**config.mk**
```make
export PLATFORM = sky130hd
export DESIGN_NAME = mem_ctrl
export DESIGN_NICKNAME = d
export VERILOG_FILES = /design/src/rtl/mem_ctrl.sv
export SDC_FILE = /design/constraint.sdc
export NUM_CORES = 1
export LEC_CHECK = 0
export ABC_AREA = 1
export BUFFER_PORTS_ARGS = -buffer_cell sky130_fd_sc_hd__buf_2
export CAP_MARGIN = 20
export CORE_UTILIZATION = 38
export DETAILED_ROUTE_END_ITERATION = 12
export HOLD_SLACK_MARGIN = 0.1
export PLACE_DENSITY = 0.75
export SLEW_MARGIN = 40
export SYNTH_ARGS = -nofsm -noshare
export SYNTH_HDL_FRONTEND = slang
export SYNTH_SLANG_ARGS = --single-unit
```
**constraint.sdc**
```tcl
create_clock -name clk -period 0.91 [get_ports clk]
set_input_delay 0.0455 -clock clk [delete_from_list [all_inputs] [get_ports clk]]
set_output_delay 0.0455 -clock clk [all_outputs]
set_load 0.03 [all_outputs]
```
**src/rtl/mem_ctrl.sv**
```systemverilog
// Memory access controller between the CPU datapath and a synchronous single-port RAM.
// Optional write read-back verification is enabled by defining MEM_VERIFY_EN.
module mem_ctrl #(
  parameter int data_width = 4,
  parameter int addr_width = 4,
  parameter int mem_depth  = addr_width * addr_width
) (
  input  logic                  clk,
  input  logic                  rst_n,
  input  logic                  req,
  input  logic                  we,
  input  logic [addr_width-1:0] addr,
  input  logic [data_width-1:0] wdata,
  output logic                  ready,
  output logic [data_width-1:0] rdata,
  output logic                  rvalid,
  output logic                  done,
  output logic                  bad_addr,
  output logic                  vfy_err,
  output logic                  ram_rw,
  output logic [addr_width-1:0] ram_addr,
  output logic [data_width-1:0] ram_datain,
  input  logic [data_width-1:0] ram_dataout
);

`ifdef MEM_VERIFY_EN
  typedef enum logic [2:0] {
    IDLE    = 3'd0,
    ACCESS  = 3'd1,
    CAPTURE = 3'd2,
    VFY_RD  = 3'd3,
    VFY_CMP = 3'd4
  } state_t;
`else
  typedef enum logic [1:0] {
    IDLE    = 2'd0,
    ACCESS  = 2'd1,
    CAPTURE = 2'd2
  } state_t;
`endif

  localparam logic [31:0] DEPTH_C = 32'(mem_depth);

  state_t                  state_r;
  state_t                  state_nxt_s;
  logic                    addr_ok_s;
  logic [data_width-1:0]   rdata_nxt_s;
  logic                    rvalid_nxt_s;
  logic                    done_nxt_s;
  logic                    bad_addr_nxt_s;
  logic                    vfy_err_nxt_s;
  logic                    ram_rw_nxt_s;
  logic [addr_width-1:0]   ram_addr_nxt_s;
  logic [data_width-1:0]   ram_datain_nxt_s;

  assign addr_ok_s = (32'(addr) < DEPTH_C);
  assign ready     = (state_r == IDLE);

  // Next-state and next-output decode; ram_rw doubles as the latched request direction.
  always_comb begin
    state_nxt_s      = state_r;
    rdata_nxt_s      = rdata;
    rvalid_nxt_s     = 1'b0;
    done_nxt_s       = 1'b0;
    bad_addr_nxt_s   = 1'b0;
`ifdef MEM_VERIFY_EN
    vfy_err_nxt_s    = vfy_err;
`else
    vfy_err_nxt_s    = 1'b0;
`endif
    ram_rw_nxt_s     = ram_rw;
    ram_addr_nxt_s   = ram_addr;
    ram_datain_nxt_s = ram_datain;

    case (state_r)
      IDLE: begin
        ram_rw_nxt_s = 1'b0;
        if (req && addr_ok_s) begin
          ram_rw_nxt_s     = we;
          ram_addr_nxt_s   = addr;
          ram_datain_nxt_s = wdata;
          state_nxt_s      = ACCESS;
        end else if (req) begin
          // Out-of-range request: reject without touching the RAM pins.
          bad_addr_nxt_s = 1'b1;
          state_nxt_s    = IDLE;
        end else begin
          state_nxt_s = IDLE;
        end
      end

      ACCESS: begin
        ram_rw_nxt_s = 1'b0;
        if (ram_rw) begin
`ifdef MEM_VERIFY_EN
          state_nxt_s = VFY_RD;
`else
          done_nxt_s  = 1'b1;
          state_nxt_s = IDLE;
`endif
        end else begin
          state_nxt_s = CAPTURE;
        end
      end

      CAPTURE: begin
        ram_rw_nxt_s = 1'b0;
        rdata_nxt_s  = ram_dataout;
        rvalid_nxt_s = 1'b1;
        state_nxt_s  = IDLE;
      end

`ifdef MEM_VERIFY_EN
      VFY_RD: begin
        ram_rw_nxt_s = 1'b0;
        state_nxt_s  = VFY_CMP;
      end

      VFY_CMP: begin
        ram_rw_nxt_s = 1'b0;
        // ram_datain still holds the written word, so it is the reference.
        if (ram_dataout != ram_datain) begin
          vfy_err_nxt_s = 1'b1;
        end else begin
          vfy_err_nxt_s = vfy_err;
        end
        done_nxt_s  = 1'b1;
        state_nxt_s = IDLE;
      end
`endif

      default: begin
        ram_rw_nxt_s = 1'b0;
        state_nxt_s  = IDLE;
      end
    endcase
  end

  // State and registered outputs with synchronous active-low reset.
  always_ff @(posedge clk) begin
    if (!rst_n) begin
      state_r    <= IDLE;
      rdata      <= {data_width{1'b0}};
      rvalid     <= 1'b0;
      done       <= 1'b0;
      bad_addr   <= 1'b0;
      vfy_err    <= 1'b0;
      ram_rw     <= 1'b0;
      ram_addr   <= {addr_width{1'b0}};
      ram_datain <= {data_width{1'b0}};
    end else begin
      state_r    <= state_nxt_s;
      rdata      <= rdata_nxt_s;
      rvalid     <= rvalid_nxt_s;
      done       <= done_nxt_s;
      bad_addr   <= bad_addr_nxt_s;
      vfy_err    <= vfy_err_nxt_s;
      ram_rw     <= ram_rw_nxt_s;
      ram_addr   <= ram_addr_nxt_s;
      ram_datain <= ram_datain_nxt_s;
    end
  end

endmodule

```
# [After elaboration in Yosys (flattened, before gate mapping)]
# Index checks and enable logic that the tools add are counted.
[word_totals] register_bits=17 input_bits=16 output_inout_bits=18 wordCells=18
[classes] n_eq_ne=2 n_mux=5 n_reduce_logical=4
[op_table] cell="case mux 2 bit (2 select lines)" n=1
[op_table] cell="AND reduction 2 bit" n=2
[op_table] cell="2-to-1 mux 1 bit" n=3
[op_table] cell="AND reduction 3 bit" n=1
[op_table] cell="== test 2 x 1 -> 1 bit (second input constant)" n=1
[op_table] cell="== test 2 bit (second input constant)" n=1
[op_table] cell="logical NOT 2 bit" n=1
[op_table] cell="2-to-1 mux 2 bit" n=1

# [Longest topological paths before layout]
[depth] ltp_word=2 ltp_mapped=5 mapped_depth_nobuf=5

# [Least setup slack after synthesis]
# OpenSTA, ideal clock, no wires.
[synth_timing] path_type="flip-flop to flip-flop" from="reg state_r[0]" to="reg ram_addr[0]" arrival_ps=855 path_slack_ps=-9 stages_incl_launch_ff=5 path_buffers=1 synth_period_minus_slack_ps=919 cell_sequence="dfxtp_1 > nor2_4 > buf_6 > a21oi_1 > nor2_1"
[synth_between] elab_chain_cells=2
[synth_rtl] item="start, declared" line="44" text="state_t state_r;"
[synth_rtl] item="start signal, assigned" line="152" text="state_r <= state_nxt_s;"
[synth_rtl] item="logical NOT 2 bit"
[synth_rtl] item="net ready" line="14" text="output logic ready,"
[synth_rtl] item="AND reduction 2 bit (no source line)"
[synth_rtl] item="end signal, assigned" line="149" text="ram_addr <= {addr_width{1'b0}};"
[synth_rtl] item="end signal, assigned" line="159" text="ram_addr <= ram_addr_nxt_s;"
[synth_rtl] item="end, declared" line="21" text="output logic [addr_width-1:0] ram_addr,"
# The timed path passes the listed nets, and every way through them passes these cells.
# A chain may end at the register's enable or synchronous reset.

# [Final worst setup path]
[layout_timing] from="reg state_r[0]" to="out ready"
[layout_between] elab_chain_cells=1
[layout_rtl] item="logical NOT 2 bit" line="57" text="assign ready = (state_r == IDLE);"
[layout_rtl] item="end, declared" line="14"
# Every way passes these cells.

==> impl_results.rst <==
.. list-table::
   :header-rows: 1

   * - Metric
     - Value
   * - Skew-Pair Late Insertion Delay
     - 0.29 ns
   * - Pin count of the biggest net entering global routing
     - 18
   * - Core region area
     - 1590 µm²
   * - Clock root buffer
     - sky130_fd_sc_hd__clkbuf_4
   * - Number of remaining DRC errors
     - 0
   * - Tightest Hold Check Type
     - in -> reg
   * - Net Sw Power
     - 0.522 mW
   * - Chip Width
     - 44.3 µm
   * - Weighted congestion at the end of routability-driven global placement
     - 0.750
   * - Crit Path Class
     - reg -> out
   * - Post-detailed-route wirelength per cell
     - 11.2 µm
   * - Wire length of the first global-routing pass
     - 2880 µm
   * - Area growth from synthesis to layout
     - 66.5%
   * - H-tree depth
     - 1
   * - Synthesized area per cell
     - 7.47 µm²
   * - Initial antenna violation count
     - 0
   * - Start point of the worst hold path
     - req
   * - Via count
     - 763
   * - Final cell area excluding filler cells
     - 1130 µm²
   * - Kind of start point of the critical path
     - flop
   * - Data arrival time at the worst-slack endpoint
     - 1.00 ns
   * - Initial standard-cell utilization of the core
     - 42.6%
   * - Maximum clock rate
     - 961 MHz
   * - Destination of the worst hold path
     - state_r[0]
   * - IO buf count
     - 31
   * - Critical Path Fanout Max
     - 4
   * - Number of top-level design ports
     - 34
   * - Grt peak-use layer
     - met2
   * - Met3 track demand over resource in global routing
     - 5.31%
   * - Clk pwr share
     - 24.4%
   * - GR Layer Usage met1
     - 20.3%
   * - Most numerous cell in the Yosys netlist
     - sky130_fd_sc_hd__nor2_1
   * - Max Transition Viols Final
     - 0
   * - Seq pwr share
     - 48.7%
   * - Predominant post-synthesis flop cell
     - sky130_fd_sc_hd__dfxtp_1
   * - Final setup vio count
     - 12
   * - Worst Slack Setup Final
     - -0.131 ns
   * - Mapped cell area
     - 679 µm²
   * - Register bit count reported by yosys
     - 17
   * - Vias per std cell
     - 4.62
   * - Number of flops mapped to enable cells by yosys
     - 0
   * - Cell taking the most area after synthesis
     - sky130_fd_sc_hd__dfxtp_1
   * - Count of different cell masters after synthesis
     - 14
   * - Data required time of the worst path
     - 0.86 ns
   * - # clock sinks
     - 17
   * - R2R Path Start
     - state_r[0]
   * - Combinational group share of total power
     - 26.8%
   * - Critical Path Start
     - state_r[0]
   * - Minimum period implied by the final worst setup slack
     - 1.04 ns
   * - Leakage power total
     - 0.576 nW
   * - Number of clock buffers inserted by TritonCTS
     - 3
   * - Antenna Violating Nets Remaining
     - 0
   * - Fraction of post-synthesis cell area in the top cell type by area
     - 50.1%
   * - Number of failing hold endpoints at the final stage
     - 0
   * - TritonCTS clock tree
     - built
   * - Crit. End Element
     - primary output
   * - Violated checks
     - negative setup slack
   * - Antenna cells
     - 0
   * - Worst Skew
     - 0.00190 ns
   * - Result of the run
     - finished, violations left
   * - Final net count
     - 158
   * - Warnings, synthesis
     - 0
   * - GRT Residual Overflow
     - 0
   * - Worst Hold Path Cells
     - 3
   * - Standard-cell rows
     - 14
   * - Biggest area contributors in the synthesized netlist
     - sky130_fd_sc_hd__dfxtp_1, sky130_fd_sc_hd__nor2_1, sky130_fd_sc_hd__inv_1
   * - Max Cap Viol
     - 0
   * - Area enclosed by the die boundary
     - 1960 µm²
   * - Portion of the clock cycle consumed by the worst path in the final layout
     - 114%
   * - Hpwl dp
     - 991 µm
   * - Reg clk slew, reported paths
     - 0.10 ns
   * - Post-Synthesis Cells
     - 91
   * - Number of violations reported at the end of detailed-routing iteration 0
     - 12
   * - Worst r2r path cells
     - 6
   * - Commonest cells in the netlist
     - sky130_fd_sc_hd__nor2_1, sky130_fd_sc_hd__dfxtp_1, sky130_fd_sc_hd__inv_1
   * - Via count of the first global-routing pass
     - 714
   * - Cell-internal power
     - 1.17 mW
   * - Post-route setup TNS
     - -0.841 ns
   * - Worst supply voltage drop on vdd
     - 0.809 mV
   * - Power density of the placed cells
     - 1490 nW/µm²
   * - GRT Util Overall
     - 19.9%
   * - Fraction of registers with async set or reset after synthesis
     - 0%
   * - Fraction of final layout cells with drive strength greater than 1
     - 39.7%
   * - Die Ht
     - 44.3 µm
   * - Worst-case clock buffer depth
     - 2
   * - Number of optimization iterations in the first detailed-route pass
     - 4
   * - R2R setup slack
     - -0.11 ns
   * - Switching share of total power
     - 30.9%
   * - Total wirelength of the detailed-routed design
     - 1850 µm
   * - Sequential fraction of the synthesis area
     - 50.1%
   * - Met2 Track Usage GR
     - 37.1%
   * - R2r endpoint
     - ram_addr[0]
   * - RSZ-0062 raised after global routing
     - true
   * - Dpl cell area
     - 848 µm²
   * - Fillers
     - 125
==> critical path: stages (launching register included) <==
cell and delay [ns]:
sky130_fd_sc_hd__dfxtp_2 0.35, sky130_fd_sc_hd__nor2_4 0.13, sky130_fd_sc_hd__buf_12 0.12, sky130_fd_sc_hd__buf_8 0.11
==> power groups by stage <==
| stage | logic [mW] | clock network, mW | registers (mW) |
|---|---|---|---|
| global placement | 0.325 | 0 | 0.831 |
| global route | 0.486 | 0.444 | 0.829 |
| CTS | 0.409 | 0.410 | 0.815 |
| detailed placement | 0.333 | 0 | 0.832 |
| floorplan | 0.158 | 0 | 0.915 |
| finish | 0.453 | 0.413 | 0.824 |
==> worst max path at each step <==
stage	endpoint	cells past startpoint	slack (ns)
after floorplan	ram_addr[0]	4	0.009
after global placement	rdata[0]	5	0.03
after detailed placement	rdata[3]	5	-0.02
after CTS	ready	3	-0.12
after global routing	ready	3	-0.16
final	ready	3	-0.13
==> cell type report <==
class | count | area (µm²) | share of cell area [%]
flip-flops and latches | 17 | 345 | 30.5
repair buffers | 51 | 394 | 34.8
inverters | 14 | 57.6 | 5.09
well taps | 24 | 30.0 | 2.65
clock buffers | 4 | 26.3 | 2.32
multi-input cells | 55 | 278 | 24.6
==> cells in the final DEF (no fill, tap or decap) <==
master                          instances
sky130_fd_sc_hd__buf_2                 19
sky130_fd_sc_hd__nand2_1                8
sky130_fd_sc_hd__buf_4                 13
sky130_fd_sc_hd__buf_6                  1
sky130_fd_sc_hd__nor3_2                 1
sky130_fd_sc_hd__inv_2                  1
sky130_fd_sc_hd__o21ai_1                3
sky130_fd_sc_hd__nand3_1                9
sky130_fd_sc_hd__nand2_2                1
sky130_fd_sc_hd__nor2_2                 4
sky130_fd_sc_hd__nor2_1                15
sky130_fd_sc_hd__inv_6                  1
sky130_fd_sc_hd__buf_12                 1
sky130_fd_sc_hd__dfxtp_1               13
sky130_fd_sc_hd__dlygate4sd3_1         14
sky130_fd_sc_hd__conb_1                 2
sky130_fd_sc_hd__nand2_4                1
sky130_fd_sc_hd__o21ai_2                1
sky130_fd_sc_hd__clkbuf_1               1
sky130_fd_sc_hd__buf_8                  1
sky130_fd_sc_hd__inv_1                 12
sky130_fd_sc_hd__a21oi_1                8
sky130_fd_sc_hd__dfxtp_2                4
sky130_fd_sc_hd__clkbuf_4               5
sky130_fd_sc_hd__nor2_4                 2
==> what timing repair did <==
action                                 CTS  global route
hold buffers                            14             0
setup endpoints to repair                5            24
pin swaps                                1             3
endpoints found under the hold margin   13             0
buffers inserted                         4             1
gates resized for setup                 10            34
==> registers in the layout, indices dropped and copies added (netlist names) <==
register    flops
done            1
ram_addr        4
ram_datain      4
ram_rw          1
rdata           4
rvalid          1
state_r         2
==> metal layers <==
metal  wire, µm  up-vias
met5          0        -
met4         77        0
met3         90       10
met2        913       25
met1        764      353
li1           -      375
==> stage by stage <==
stage / util [%] / hold slack [ns] / power [mW] / instances / setup slack [ns]
detailed placement: 53.2 / 0.283 / 1.16 / 142 / -0.0234
finish: 71.0 / 0.134 / 1.69 / 165 / -0.131
CTS: 66.4 / 0.132 / 1.63 / 164 / -0.117
global route: 71.0 / 0.149 / 1.76 / 165 / -0.165
floorplan: - / 0.175 / 1.07 / 92 / 0.00895
global placement: 53.2 / 0.284 / 1.16 / 142 / 0.0311
==> logic make-up after synthesis <==
family	Yosys count	share of synthesized area [%]
buffers and inverters	20	13.8
flip-flops	17	50.1
AND/OR/NAND/NOR	41	26.7
other	1	0.552
AO/OA/AOI/OAI	12	8.84
No activity file was read; power rests on OpenSTA's default activity.
